==> config.mk <==
export PLATFORM = sky130hd
export DESIGN_NAME = i2c_slave_reg_ctrl
export DESIGN_NICKNAME = d
export VERILOG_FILES = /design/src/rtl/i2c_pkg.sv /design/src/rtl/i2c_reg_file.sv /design/src/rtl/i2c_slave_reg_ctrl.sv
export SDC_FILE = /design/constraint.sdc
export NUM_CORES = 1
export LEC_CHECK = 0
export ABC_CLOCK_PERIOD_IN_PS = 3850
export CORE_MARGIN = 2
export CORE_UTILIZATION = 55
export DETAILED_ROUTE_END_ITERATION = 8
export HOLD_SLACK_MARGIN = 0.06
export PLACE_DENSITY = 0.75
export SLEW_MARGIN = 20
export SYNTH_ARGS = -nofsm -noshare
export SYNTH_HDL_FRONTEND = slang
export SYNTH_SLANG_ARGS = --single-unit
==> constraint.sdc <==
create_clock -name clk -period 3.85 [get_ports clk]
set_input_delay 0.77 -clock clk [delete_from_list [all_inputs] [get_ports clk]]
set_output_delay 0.77 -clock clk [all_outputs]
set_load 0.02 [all_outputs]
==> src/rtl/i2c_pkg.sv <==
// Shared definitions for the I2C slave register-bank controller.
package i2c_pkg;

   localparam int I2C_REG_NUM_DEF = 16;
   localparam int I2C_PTR_W_DEF   = 4;

   typedef enum logic [2:0] {
      ST_IDLE,
      ST_PTR,
      ST_WDATA,
      ST_RDATA,
      ST_DONE
   } i2c_state_t;

endpackage

==> src/rtl/i2c_reg_file.sv <==
// REG_NUM x 8 register file: one I2C write port, one local write port,
// an asynchronous I2C read port and a registered write-first local read port.
module i2c_reg_file
   import i2c_pkg::*;
#(
   parameter int REG_NUM = I2C_REG_NUM_DEF,
   parameter int ADDR_W  = I2C_PTR_W_DEF
) (
   input  logic              clk,
   input  logic              rst_n,
   input  logic              i2c_we,
   input  logic [ADDR_W-1:0] i2c_addr,
   input  logic [7:0]        i2c_wdata,
   input  logic [ADDR_W-1:0] i2c_raddr,
   output logic [7:0]        i2c_rdata,
   input  logic              usr_we,
   input  logic [ADDR_W-1:0] usr_addr,
   input  logic [7:0]        usr_wdata,
   output logic [7:0]        usr_rdata
);

   logic [7:0] mem [REG_NUM];

   // The I2C port wins a same-address collision; other local writes proceed.
   always_ff @(posedge clk or negedge rst_n) begin
      if (!rst_n) begin
         for (int i = 0; i < REG_NUM; i++) mem[i] <= 8'h00;
      end else begin
         for (int i = 0; i < REG_NUM; i++) begin
            if (i2c_we && i2c_addr == ADDR_W'(i))
               mem[i] <= i2c_wdata;
            else if (usr_we && usr_addr == ADDR_W'(i))
               mem[i] <= usr_wdata;
         end
      end
   end

   always_ff @(posedge clk or negedge rst_n) begin
      if (!rst_n)
         usr_rdata <= 8'h00;
      else if (i2c_we && i2c_addr == usr_addr)
         usr_rdata <= i2c_wdata;
      else if (usr_we)
         usr_rdata <= usr_wdata;
      else
         usr_rdata <= mem[usr_addr];
   end

   assign i2c_rdata = mem[i2c_raddr];

endmodule

==> src/rtl/i2c_slave_reg_ctrl.sv <==
// Register-bank controller sequencing the I2C slave byte engine (pointer byte, then data).
// Define I2C_REG_AUTOINC_EN to auto-increment the pointer after each data byte.
module i2c_slave_reg_ctrl
   import i2c_pkg::*;
#(
   parameter int REG_NUM = I2C_REG_NUM_DEF,
   parameter int ADDR_W  = I2C_PTR_W_DEF
) (
   input  logic              clk,
   input  logic              rst_n,
   input  logic              en,
   output logic              slave_en,
   output logic              rd_clr,
   output logic              wr_rdy,
   output logic [7:0]        byte_wr_o,
   input  logic              rd_reg_full,
   input  logic              wr_reg_empty,
   input  logic [7:0]        byte_rd_i,
   input  logic              addr_match,
   input  logic              trans_dir,
   input  logic              get_nack,
   input  logic              trans_stop,
   input  logic              bus_err,
   input  logic              usr_we,
   input  logic [ADDR_W-1:0] usr_addr,
   input  logic [7:0]        usr_wdata,
   output logic [7:0]        usr_rdata,
   output logic              i2c_wr_stb,
   output logic [ADDR_W-1:0] i2c_wr_addr,
   output logic              busy,
   output logic              err
);

   i2c_state_t        state, state_d;
   logic [ADDR_W-1:0] ptr;
   logic              addr_match_q;
   logic              am_rise;
   logic              rx_fire, ptr_load, wr_fire, tx_fire;
   logic [7:0]        tx_data;

   assign am_rise = addr_match & ~addr_match_q;
   assign busy    = (state != ST_IDLE);

   always_ff @(posedge clk or negedge rst_n) begin
      if (!rst_n) state <= ST_IDLE;
      else        state <= state_d;
   end

   // Abort conditions outrank a repeated start, which outranks byte handling.
   always_comb begin
      state_d  = state;
      rx_fire  = 1'b0;
      ptr_load = 1'b0;
      wr_fire  = 1'b0;
      tx_fire  = 1'b0;
      if (!en || trans_stop || bus_err) begin
         state_d = ST_IDLE;
      end else if (am_rise) begin
         state_d = trans_dir ? ST_RDATA : ST_PTR;
      end else if (state != ST_IDLE) begin
         rx_fire = rd_reg_full && !trans_dir && !rd_clr;
         case (state)
            ST_PTR: begin
               if (rx_fire) begin
                  ptr_load = 1'b1;
                  state_d  = ST_WDATA;
               end
            end
            ST_WDATA: wr_fire = rx_fire;
            ST_RDATA: begin
               if (get_nack)
                  state_d = ST_DONE;
               else
                  tx_fire = wr_reg_empty && !wr_rdy;
            end
            default: ;
         endcase
      end
   end

   always_ff @(posedge clk or negedge rst_n) begin
      if (!rst_n) begin
         slave_en     <= 1'b0;
         addr_match_q <= 1'b0;
         rd_clr       <= 1'b0;
         wr_rdy       <= 1'b0;
         byte_wr_o    <= 8'h00;
         i2c_wr_stb   <= 1'b0;
         i2c_wr_addr  <= '0;
         ptr          <= '0;
         err          <= 1'b0;
      end else begin
         slave_en     <= en;
         addr_match_q <= addr_match;
         rd_clr       <= rx_fire;
         wr_rdy       <= tx_fire;
         i2c_wr_stb   <= wr_fire;
         if (wr_fire) i2c_wr_addr <= ptr;
         if (tx_fire) byte_wr_o <= tx_data;
         if (ptr_load)
            ptr <= byte_rd_i[ADDR_W-1:0];
`ifdef I2C_REG_AUTOINC_EN
         else if (wr_fire || tx_fire)
            ptr <= ptr + ADDR_W'(1);
`endif
         if (!en)         err <= 1'b0;
         else if (bus_err) err <= 1'b1;
      end
   end

   i2c_reg_file #(
      .REG_NUM (REG_NUM),
      .ADDR_W  (ADDR_W)
   ) u_reg_file (
      .clk       (clk),
      .rst_n     (rst_n),
      .i2c_we    (wr_fire),
      .i2c_addr  (ptr),
      .i2c_wdata (byte_rd_i),
      .i2c_raddr (ptr),
      .i2c_rdata (tx_data),
      .usr_we    (usr_we),
      .usr_addr  (usr_addr),
      .usr_wdata (usr_wdata),
      .usr_rdata (usr_rdata)
   );

endmodule

==> results.sh, run 1 <==
export IMPL_synth_area_per_cell_sq_um=14.0
export IMPL_cp_end_kind="register"
export IMPL_crit_slowest_cell="or3b_1"
export IMPL_reg2reg_depth=4
export IMPL_synth_nets=745
export IMPL_antenna_found_initial=1
export IMPL_cp_required_ns=4.15
export IMPL_drive_above_1_share_pct=55.4
export IMPL_clock_power_share_pct=32.1
export IMPL_worst_slew_pin_transition_ns=0.955
export IMPL_fin_crit_sh_pct=74.9
export IMPL_fin_nets=792
export IMPL_die_area_sq_um=19300
export IMPL_p_per_area_nw_per_um2=471
export IMPL_synth_edf_count=0
export IMPL_drv_slew=0
export IMPL_critical_path_cell_count=6
export IMPL_async_reset_ff_share_pct=100
export IMPL_fin_crit_ns=2.88
export IMPL_cp_start_kind="primary input"
export IMPL_drc=0
export IMPL_synthTopCellsByArea="dfrtp_1 40%, mux2_2 33%, mux4_2 12%"
export IMPL_grt_pass1_wl_um=43800
export IMPL_syn_to_final_growth_pct=14.4
export IMPL_cp_endpoint="u_reg_file.mem[36]"
export IMPL_worst_clock_skew_ns=0.0112
export IMPL_r2r_slack_ns=1.03
export IMPL_rsz0062_at_grt="false"
export IMPL_rows=49
export IMPL_critPathArrivalTime_ns=3.19
export IMPL_wl_per_cell_um=28.7
export IMPL_hold_buffers=0
export IMPL_die_w_um=139
export IMPL_critical_path_top_delay_family="simple AND/OR/NAND/NOR gates"
export IMPL_clockBufferDepth=2
export IMPL_hold_class="in2async"
export IMPL_finalSetupViolCount=0
export IMPL_clk_pin_slew_ns=0.06
export IMPL_grt_pass1_vias=7178
export IMPL_num_vias=6932
export IMPL_initial_core_util_pct=55.9
export IMPL_path_buf_inv=2
export IMPL_cts_tree="done"
export IMPL_ant_nets=0
export IMPL_post_cts_buffers=0
export IMPL_hpwl_um=19500
export IMPL_ys_flop_type="dfrtp_1"
export IMPL_num_antenna_cells=0
export IMPL_cts_buffers=17
export IMPL_r2r_start="ptr[0]"
export IMPL_cts_resized=0
export IMPL_yosys_area_top_type_share_pct=40.2
export IMPL_critPathMaxFanout=16
export IMPL_gp_congestion=0.873
export IMPL_critPathLaunch="en"
export IMPL_synthCells=714
export IMPL_h_tree_depth=4
export IMPL_pin_count=57
export IMPL_grt_total_usage_pct=30.4
export IMPL_internal_power_w=0.00387
export IMPL_dieHeight_um=139
export IMPL_hold_viol=0
export IMPL_wl_um=28800
export IMPL_finalWorstSetupSlack_ns=0.967
export IMPL_post_place_ws_ns=0.506
export IMPL_grt_max_degree=82
export IMPL_fmax_mhz=347
export IMPL_yosysTopAreaCell="dfrtp_1"
export IMPL_clock_sinks=161
export IMPL_cts_root_buffer="clkbuf_16"
export IMPL_vdd_drop_max_uv=448
export IMPL_worstReg2RegEnd="u_reg_file.mem[84]"
export IMPL_fillCellCount=1291
export IMPL_sw_frac_of_total_pct=28.3
export IMPL_port_buffers=56
export IMPL_syn_cell_area_sq_um=10000
export IMPL_clk_latency_ns=0.43
export IMPL_p_sw_w=0.00153
export IMPL_fin_tns_setup_ns=0
export IMPL_drt_iter0_drc=771
export IMPL_crit_chain="clkdlybuf4s50_1, or3b_1, nor4_4, buf_12, nand4_2, mux2_2"
export IMPL_power_frac_comb_pct=25.2
export IMPL_p_leak_nw=4.70
export IMPL_seq_power_share_pct=42.7
export IMPL_synth_seq_cells=161
export IMPL_core_sq_um=17900
export IMPL_overflow=0
export IMPL_relSlewSlack_pct=36.1
export IMPL_routed_via_density=6.91
export IMPL_dp_cells=971
export IMPL_maxCapViolCount=0
export IMPL_cpPeakStageDelay_ns=0.51
export IMPL_yosysWarnings=0
export IMPL_ys_types=44
export IMPL_critPathKind="in2reg"
export IMPL_first_pass_iters=5
export IMPL_fin_cells=1003
export IMPL_yosysSeqAreaShare_pct=40.2
export IMPL_status="completed"
## layer usage
layer	routed length, um	vias up	global-route usage (%)
met5	0	-	0
met4	1130	0	12.4
met3	2260	68	7.35
met2	13900	393	48.5
met1	11500	3579	40.2
li1	-	2892	-
## flip-flops by register name (all words and copies together) (netlist names), 3 cells and up
signal / count
u_reg_file.mem: 128
byte_wr_o: 8
u_reg_file.usr_rdata: 8
i2c_wr_addr: 4
ptr: 4
state: 3
## cell usage after synthesis (5+ instances only)
master and count:
nand3_4 12, a221oi_1 7, a22o_1 8, buf_2 13
a221o_1 8, dfrtp_1 161, a32oi_1 7, a22oi_1 8
mux2_2 293, or3_1 5, mux4_2 54, nor2_1 16
clkbuf_1 28, nand2_1 14, inv_1 7, nor2b_1 11
buf_1 9, mux2i_1 8
## power by group through the flow
stage          logic, W  clock network [W]  registers, W
6_report        0.00136            0.00173       0.00230
5_1_grt         0.00144            0.00183       0.00233
4_1_cts         0.00135            0.00175       0.00229
3_5_place_dp    0.00134                  0       0.00232
3_3_place_gp    0.00129                  0       0.00228
2_1_floorplan  0.000987                  0       0.00221
## per-stage QoR
stage | total power, W | hold WS [ns] | util (%) | cell area, sq um
final | 0.00540 | 0.391 | 64.0 | 11500
after global routing | 0.00560 | 0.454 | 64.0 | 11500
after CTS | 0.00539 | 0.423 | 64.0 | 11500
after detailed placement | 0.00366 | 0.480 | 60.7 | 10900
after global placement | 0.00357 | 0.463 | 60.7 | 10900
after floorplan | 0.00320 | 0.474 | - | 10000
## cell type report
| type | instances | area [sq um] | area share (%) |
|---|---|---|---|
| multi-input cells | 492 | 5720 | 49.9 |
| flip-flops and latches | 161 | 4030 | 35.2 |
| repair buffers | 82 | 802 | 7.00 |
| clock buffers | 18 | 429 | 3.74 |
| well taps | 229 | 287 | 2.50 |
| clock inverters | 14 | 166 | 1.45 |
| inverters | 7 | 26.3 | 0.229 |
## worst min-delay path by stage
stage,end,slack (ns)
floorplan,addr_match_q,0.47
global placement,err,0.46
detailed placement,err,0.48
CTS,addr_match_q,0.42
global route,u_reg_file.mem[56],0.45
finish,addr_match_q,0.39
## cell usage in the layout (no fill, tap or decap), types with 3 or more instances in the layout
cell,n
a22oi_1,8
buf_4,22
a221oi_1,7
nor2_1,16
a221o_1,8
a22o_1,8
clkinv_4,3
or3_1,5
buf_12,4
dfrtp_1,159
a32oi_1,7
nand3_4,12
clkinv_2,4
clkdlybuf4s50_1,54
nand2_1,14
nand2b_1,4
clkbuf_16,17
mux4_2,54
mux2_2,293
nor2b_1,11
mux2i_1,8
bufinv_16,3
inv_1,7
nand3_1,3
clkinvlp_4,4
xor2_1,4
## logic make-up after synthesis
logic type      after synthesis  share of synthesized area (%)
xor+xnor                      4                          0.350
mux                         355                           45.9
compound gates               47                           3.95
flops                       161                           40.2
simple gates                 86                           6.87
buf+inv                      61                           2.71
No activity file was read; power rests on OpenSTA's default activity.
==> run 2: changes to the inputs <==
--- a/config.mk
+++ b/config.mk
@@ -5,12 +5,12 @@
 export SDC_FILE = /design/constraint.sdc
 export NUM_CORES = 1
 export LEC_CHECK = 0
-export ABC_CLOCK_PERIOD_IN_PS = 3850
+export ABC_CLOCK_PERIOD_IN_PS = 2400
 export CORE_MARGIN = 2
 export CORE_UTILIZATION = 55
 export DETAILED_ROUTE_END_ITERATION = 8
 export HOLD_SLACK_MARGIN = 0.06
-export PLACE_DENSITY = 0.75
+export PLACE_DENSITY = 0.78
 export SLEW_MARGIN = 20
 export SYNTH_ARGS = -nofsm -noshare
 export SYNTH_HDL_FRONTEND = slang
==> constraint.sdc (replaced) <==
create_clock -name clk -period 2.4 [get_ports clk]
set_input_delay 0.48 -clock clk [delete_from_list [all_inputs] [get_ports clk]]
set_output_delay 0.48 -clock clk [all_outputs]
set_load 0.02 [all_outputs]
==> run 2 against run 1 <==
Utilization rose by 3.1 points. Sequential cell count did not move. Final area rose by 4.9%. Cell count rose by 5.4%. Count of clock-buffer cells in the layout rose by 2. Non-clock buffer count rose by 54. First-iteration DRC count fell by 13%. Worst hold slack improved by 0.088 ns. Largest cell class unchanged. Routed wire length fell by 2.1%. Sequential power rose by 61%.
==> results.sh, run 2 (synthesis gave the netlist of run 1 again) <==
export IMPL_critPathMaxFanout=8
export IMPL_p_leak_nw=5.01
export IMPL_fin_crit_sh_pct=97.0
export IMPL_post_place_ws_ns=-0.464
export IMPL_drv_slew=0
export IMPL_port_buffers=56
export IMPL_final_util_pct=67.2
export IMPL_num_vias=7176
export IMPL_path_buf_inv=2
export IMPL_cp_end_kind="register"
export IMPL_critical_path_top_delay_family="simple AND/OR/NAND/NOR gates"
export IMPL_status="completed"
export IMPL_reg_top3="u_reg_file.mem x128, byte_wr_o x8, u_reg_file.usr_rdata x8"
export IMPL_ant_nets=0
export IMPL_cpMostUsedCell="buf_12"
export IMPL_finalWorstSetupSlack_ns=0.0711
export IMPL_maxCapViolCount=0
export IMPL_final_cell_mix="292 x mux2_2, 158 x dfrtp_1, 64 x buf_4"
export IMPL_h_tree_depth=4
export IMPL_pin_count=57
export IMPL_clock_sinks=161
export IMPL_overflow=0
export IMPL_postLayoutCellArea_sq_um=12000
export IMPL_drive_above_1_share_pct=58.1
export IMPL_gp_congestion=0.916
export IMPL_drt_iter0_drc=672
export IMPL_hold_viol=0
export IMPL_crit_chain="or3b_2, nor4_4, buf_12, buf_12, nand4_4, mux2_4"
export IMPL_hold_class="reg2reg"
export IMPL_crit_slowest_cell="or3b_2"
export IMPL_dieHeight_um=139
export IMPL_finalSetupViolCount=0
export IMPL_drc=0
export IMPL_die_w_um=139
export IMPL_antenna_found_initial=0
export IMPL_grt_total_usage_pct=30.2
export IMPL_fin_crit_ns=2.33
export IMPL_die_area_sq_um=19300
export IMPL_initial_core_util_pct=55.9
export IMPL_cp_required_ns=2.72
export IMPL_rows=49
export IMPL_dp_cells=1023
export IMPL_clockBufferDepth=2
export IMPL_syn_to_final_growth_pct=20.1
export IMPL_critPathArrivalTime_ns=2.65
export IMPL_cts_root_buffer="clkbuf_16"
export IMPL_cpPeakStageDelay_ns=0.52
export IMPL_first_pass_iters=5
export IMPL_vdd_drop_max_uv=561
export IMPL_cts_buffers=17
export IMPL_worst_slew_pin_transition_ns=0.848
export IMPL_cts_tree="done"
export IMPL_clk_pin_slew_ns=0.06
export IMPL_routed_via_density=6.79
export IMPL_p_per_area_nw_per_um2=725
export IMPL_mostFrequentLayoutCell="mux2_2"
export IMPL_rsz0062_at_grt="false"
export IMPL_cp_start_kind="register"
export IMPL_grt_pass1_vias=7520
export IMPL_num_antenna_cells=0
export IMPL_hpwl_um=19900
export IMPL_critPathKind="reg2reg"
export IMPL_fin_nets=846
export IMPL_clk_latency_ns=0.44
export IMPL_fmax_mhz=429
export IMPL_grt_max_degree=57
export IMPL_regMostFlops="u_reg_file.mem"
export IMPL_wl_per_cell_um=26.7
export IMPL_worst_clock_skew_ns=0.0102
export IMPL_wl_um=28200
export IMPL_grt_pass1_wl_um=44100
export IMPL_fillCellCount=1218
export IMPL_p_total_w=0.00871
export IMPL_core_sq_um=17900
export IMPL_placed_cell_area_sq_um=11400
export IMPL_largest_reg_flops=128
export IMPL_fin_cells=1057
export IMPL_relSlewSlack_pct=43.5
run 2: cell types whose count changed in the layout (fill, tap and decap cells not counted), moves of 2 or more:
cell      previous run  this run
buf_12               4        15
clkbuf_1             1         3
clkinv_2             4         1
buf_4               22        64
run 2: path summary, 6_finish.rpt:
| path | start | end | slack [ns] | cells after the start |
|---|---|---|---|---|
| worst max register to register | state[2] | u_reg_file.mem[3] | 0.07 | 6 |
| max in group asynchronous | rst_n | u_reg_file.mem[97] | 1.06 | 3 |
| min in group asynchronous | rst_n | i2c_wr_addr[0] | 0.60 | 2 |
| worst max-delay path | state[2] | u_reg_file.mem[3] | 0.07 | 6 |
| worst min-delay path | err | err | 0.48 | 1 |
| worst min register to register | err | err | 0.48 | 1 |
run 2: repair_timing:
action	CTS	global route
setup endpoints to repair	3	27
resized for setup	1	4
hold buffers	1	0
pin swaps	0	1
setup buffers	0	1
hold endpoints to repair	52	0
run 2: layer usage:
metal	share of wire [%]	wire (um)	GRT usage (%)	vias up
met4	3.8	1070	13.2	0
met3	7.2	2030	6.42	69
met5	0	0	0	-
met1	39	11000	38.4	3716
met2	50	14100	50.1	414
li1	-	-	-	2977
run 2: stage by stage:
step           hold WS, ns  setup TNS (ns)
2_1_floorplan        0.184               0
3_3_place_gp         0.461          -43.84
3_5_place_dp         0.471          -49.67
4_1_cts              0.485               0
5_1_grt              0.500               0
6_report             0.479               0
run 2: area by class of cell:
type	count	area [sq um]	share of cell area, %
inverter	7	26.3	0.219
sequential	161	4030	33.5
timing repair buffer	136	1350	11.2
multi-input combinational	492	5730	47.7
clock buffer	20	437	3.63
clock inverter	12	159	1.32
tap	229	287	2.38
run 2: where the power goes:
part / internal (W) / switching (W)
Combinational: 0.00138 / 0.000842
Clock: 0.00164 / 0.00114
Sequential: 0.00325 / 0.000470
==> run 3: changes to the inputs <==
--- a/config.mk
+++ b/config.mk
@@ -6,7 +6,7 @@
 export NUM_CORES = 1
 export LEC_CHECK = 0
 export ABC_CLOCK_PERIOD_IN_PS = 2400
-export CORE_MARGIN = 2
+export CORE_MARGIN = 5
 export CORE_UTILIZATION = 55
 export DETAILED_ROUTE_END_ITERATION = 8
 export HOLD_SLACK_MARGIN = 0.06
==> run 3 against run 2 <==
Routed wire length increased by 0.27%. Clock power grew 6%. Count of clock-buffer cells in the layout is 3 higher. Critical path type is now in2reg. Setup slack worse by 0.0041 ns. Die area is 8.8% higher.
==> results.sh, run 3 (synthesis gave the netlist of run 1 again) <==
export IMPL_clockBufferDepth=2
export IMPL_whs_path_depth=1
export IMPL_critPathArrivalTime_ns=2.65
export IMPL_topRoutingLayerUsed="met4"
export IMPL_core_sq_um=18000
export IMPL_die_w_um=145
export IMPL_worst_clock_skew_ns=0.00807
export IMPL_first_pass_iters=5
export IMPL_relSlewSlack_pct=44.0
export IMPL_fmax_mhz=429
export IMPL_final_cell_mix="293 x mux2_2, 159 x dfrtp_1, 68 x buf_4"
export IMPL_dr_wl_met3_um=1930
export IMPL_dieHeight_um=145
export IMPL_port_buffers=56
export IMPL_wl_um=28300
export IMPL_hold_viol=0
export IMPL_drc=0
export IMPL_clock_power_share_pct=33.0
export IMPL_wl_met2_um=14100
export IMPL_drive_above_1_share_pct=58.1
export IMPL_worstReg2RegEnd="u_reg_file.usr_rdata[2]"
export IMPL_p_sw_w=0.00244
export IMPL_cp_required_ns=2.71
export IMPL_cp_end_kind="register"
export IMPL_reg2reg_depth=6
export IMPL_hold_end="err"
export IMPL_regArea_sq_um=4030
export IMPL_mostFrequentLayoutCell="mux2_2"
export IMPL_worst_slew_pin_transition_ns=0.837
export IMPL_clk_latency_ns=0.44
export IMPL_wl_per_cell_um=26.7
export IMPL_gp_congestion=0.934
export IMPL_seq_power_share_pct=41.8
export IMPL_finalSetupViolCount=0
export IMPL_rsz0062_at_grt="false"
export IMPL_maxCapViolCount=0
export IMPL_ant_nets=0
export IMPL_vdd_drop_max_uv=591
export IMPL_cts_tree="done"
export IMPL_critPathKind="in2reg"
export IMPL_holdWs_ns=0.476
export IMPL_p_per_area_nw_per_um2=739
export IMPL_sw_frac_of_total_pct=27.5
export IMPL_h_tree_depth=4
export IMPL_grt_total_usage_pct=27.2
export IMPL_cp_start_kind="primary input"
export IMPL_r2r_start="state[2]"
export IMPL_routed_via_density=6.78
export IMPL_pin_count=57
export IMPL_critPathMaxFanout=4
export IMPL_cts_buffers=17
export IMPL_fillCellCount=1177
export IMPL_overflow=0
export IMPL_multi_input_area_sq_um=5730
export IMPL_power_frac_comb_pct=25.2
export IMPL_post_cts_buffers=0
export IMPL_status="completed"
export IMPL_drt_met1_wl_um=11400
export IMPL_hpwl_um=19800
export IMPL_post_place_ws_ns=-0.426
export IMPL_num_antenna_cells=0
export IMPL_grt_pass1_vias=7472
export IMPL_grt_max_degree=59
export IMPL_largest_reg_flops=128
export IMPL_die_area_sq_um=21000
export IMPL_internal_power_w=0.00645
export IMPL_reg_top3="u_reg_file.mem x128, byte_wr_o x8, u_reg_file.usr_rdata x8"
export IMPL_drv_slew=0
export IMPL_rows=49
export IMPL_drt_iter0_drc=765
export IMPL_fin_crit_ns=2.33
export IMPL_hold_class="reg2reg"
export IMPL_clock_sinks=161
export IMPL_finalWorstSetupSlack_ns=0.0670
export IMPL_grt_pass1_wl_um=44900
export IMPL_antenna_found_initial=0
export IMPL_syn_to_final_growth_pct=20.1
export IMPL_regMostFlops="u_reg_file.mem"
export IMPL_fin_nets=847
export IMPL_initial_core_util_pct=55.7
export IMPL_min_from="err"
export IMPL_cts_root_buffer="clkbuf_16"
export IMPL_clk_pin_slew_ns=0.06
export IMPL_p_leak_nw=5.05
export IMPL_num_vias=7171
export IMPL_r2r_slack_ns=0.08
export IMPL_fin_crit_sh_pct=97.2
## run 3: cell types whose count changed in the layout (fill, tap and decap cells not counted), sizes merged
cell	delta
clkbuf	+3
clkinvlp	-3
buf	+1
bufinv	+1
clkdlybuf4s50	-1
dlymetal6s2s	+1
inv	-1
## run 3: worst max-delay path, stage by stage
cell,delay (ns)
clkdlybuf4s50_1,0.50
or3b_1,0.42
buf_4,0.16
or3_1,0.39
or3_4,0.41
mux2_2,0.29
## run 3: area by class of cell
class | instances | area share, %
clock buffers | 23 | 3.97
clock inverters | 9 | 1.28
inverters | 7 | 0.218
multi-input cells | 492 | 47.7
flip-flops and latches | 161 | 33.5
well taps | 229 | 2.38
repair buffers | 137 | 11.0
## run 3: routing by layer
layer	track usage, %	up-vias
met4	9.09	0
met3	5.24	79
met5	0	-
met2	45.1	396
met1	36.1	3720
li1	-	2976
## run 3: how the worst max path moves through the flow
stage / to / start
CTS: ptr[0] / en
global route: u_reg_file.usr_rdata[6] / trans_dir
detailed placement: ptr[0] / en
global placement: ptr[0] / en
finish: ptr[0] / en
floorplan: u_reg_file.usr_rdata[0] / trans_stop
## run 3: power groups by stage
| stage | Clock, W | Combinational [W] | Sequential, W |
|---|---|---|---|
| CTS | 0.00295 | 0.00223 | 0.00369 |
| floorplan | 0 | 0.00158 | 0.00355 |
| detailed placement | 0 | 0.00220 | 0.00372 |
| global route | 0.00308 | 0.00238 | 0.00376 |
| global placement | 0 | 0.00210 | 0.00367 |
| finish | 0.00293 | 0.00224 | 0.00372 |
## run 3: metrics by stage
stage               setup TNS [ns]  utilization [%]  power [W]  instances  area (sq um)
floorplan                        0                -    0.00514        714         10000
global placement            -41.79             63.3    0.00577       1025         11400
detailed placement          -46.31             63.3    0.00593       1025         11400
CTS                              0             66.8    0.00886       1058         12000
global route                     0             67.0    0.00923       1058         12000
finish                           0             67.0    0.00889       1058         12000
## run 3: what timing repair did
| action | in CTS | in global routing |
|---|---|---|
| resized for setup | 0 | 4 |
| endpoints found under the hold margin | 51 | 0 |
| setup endpoints to repair | 0 | 15 |
| hold buffers | 1 | 0 |
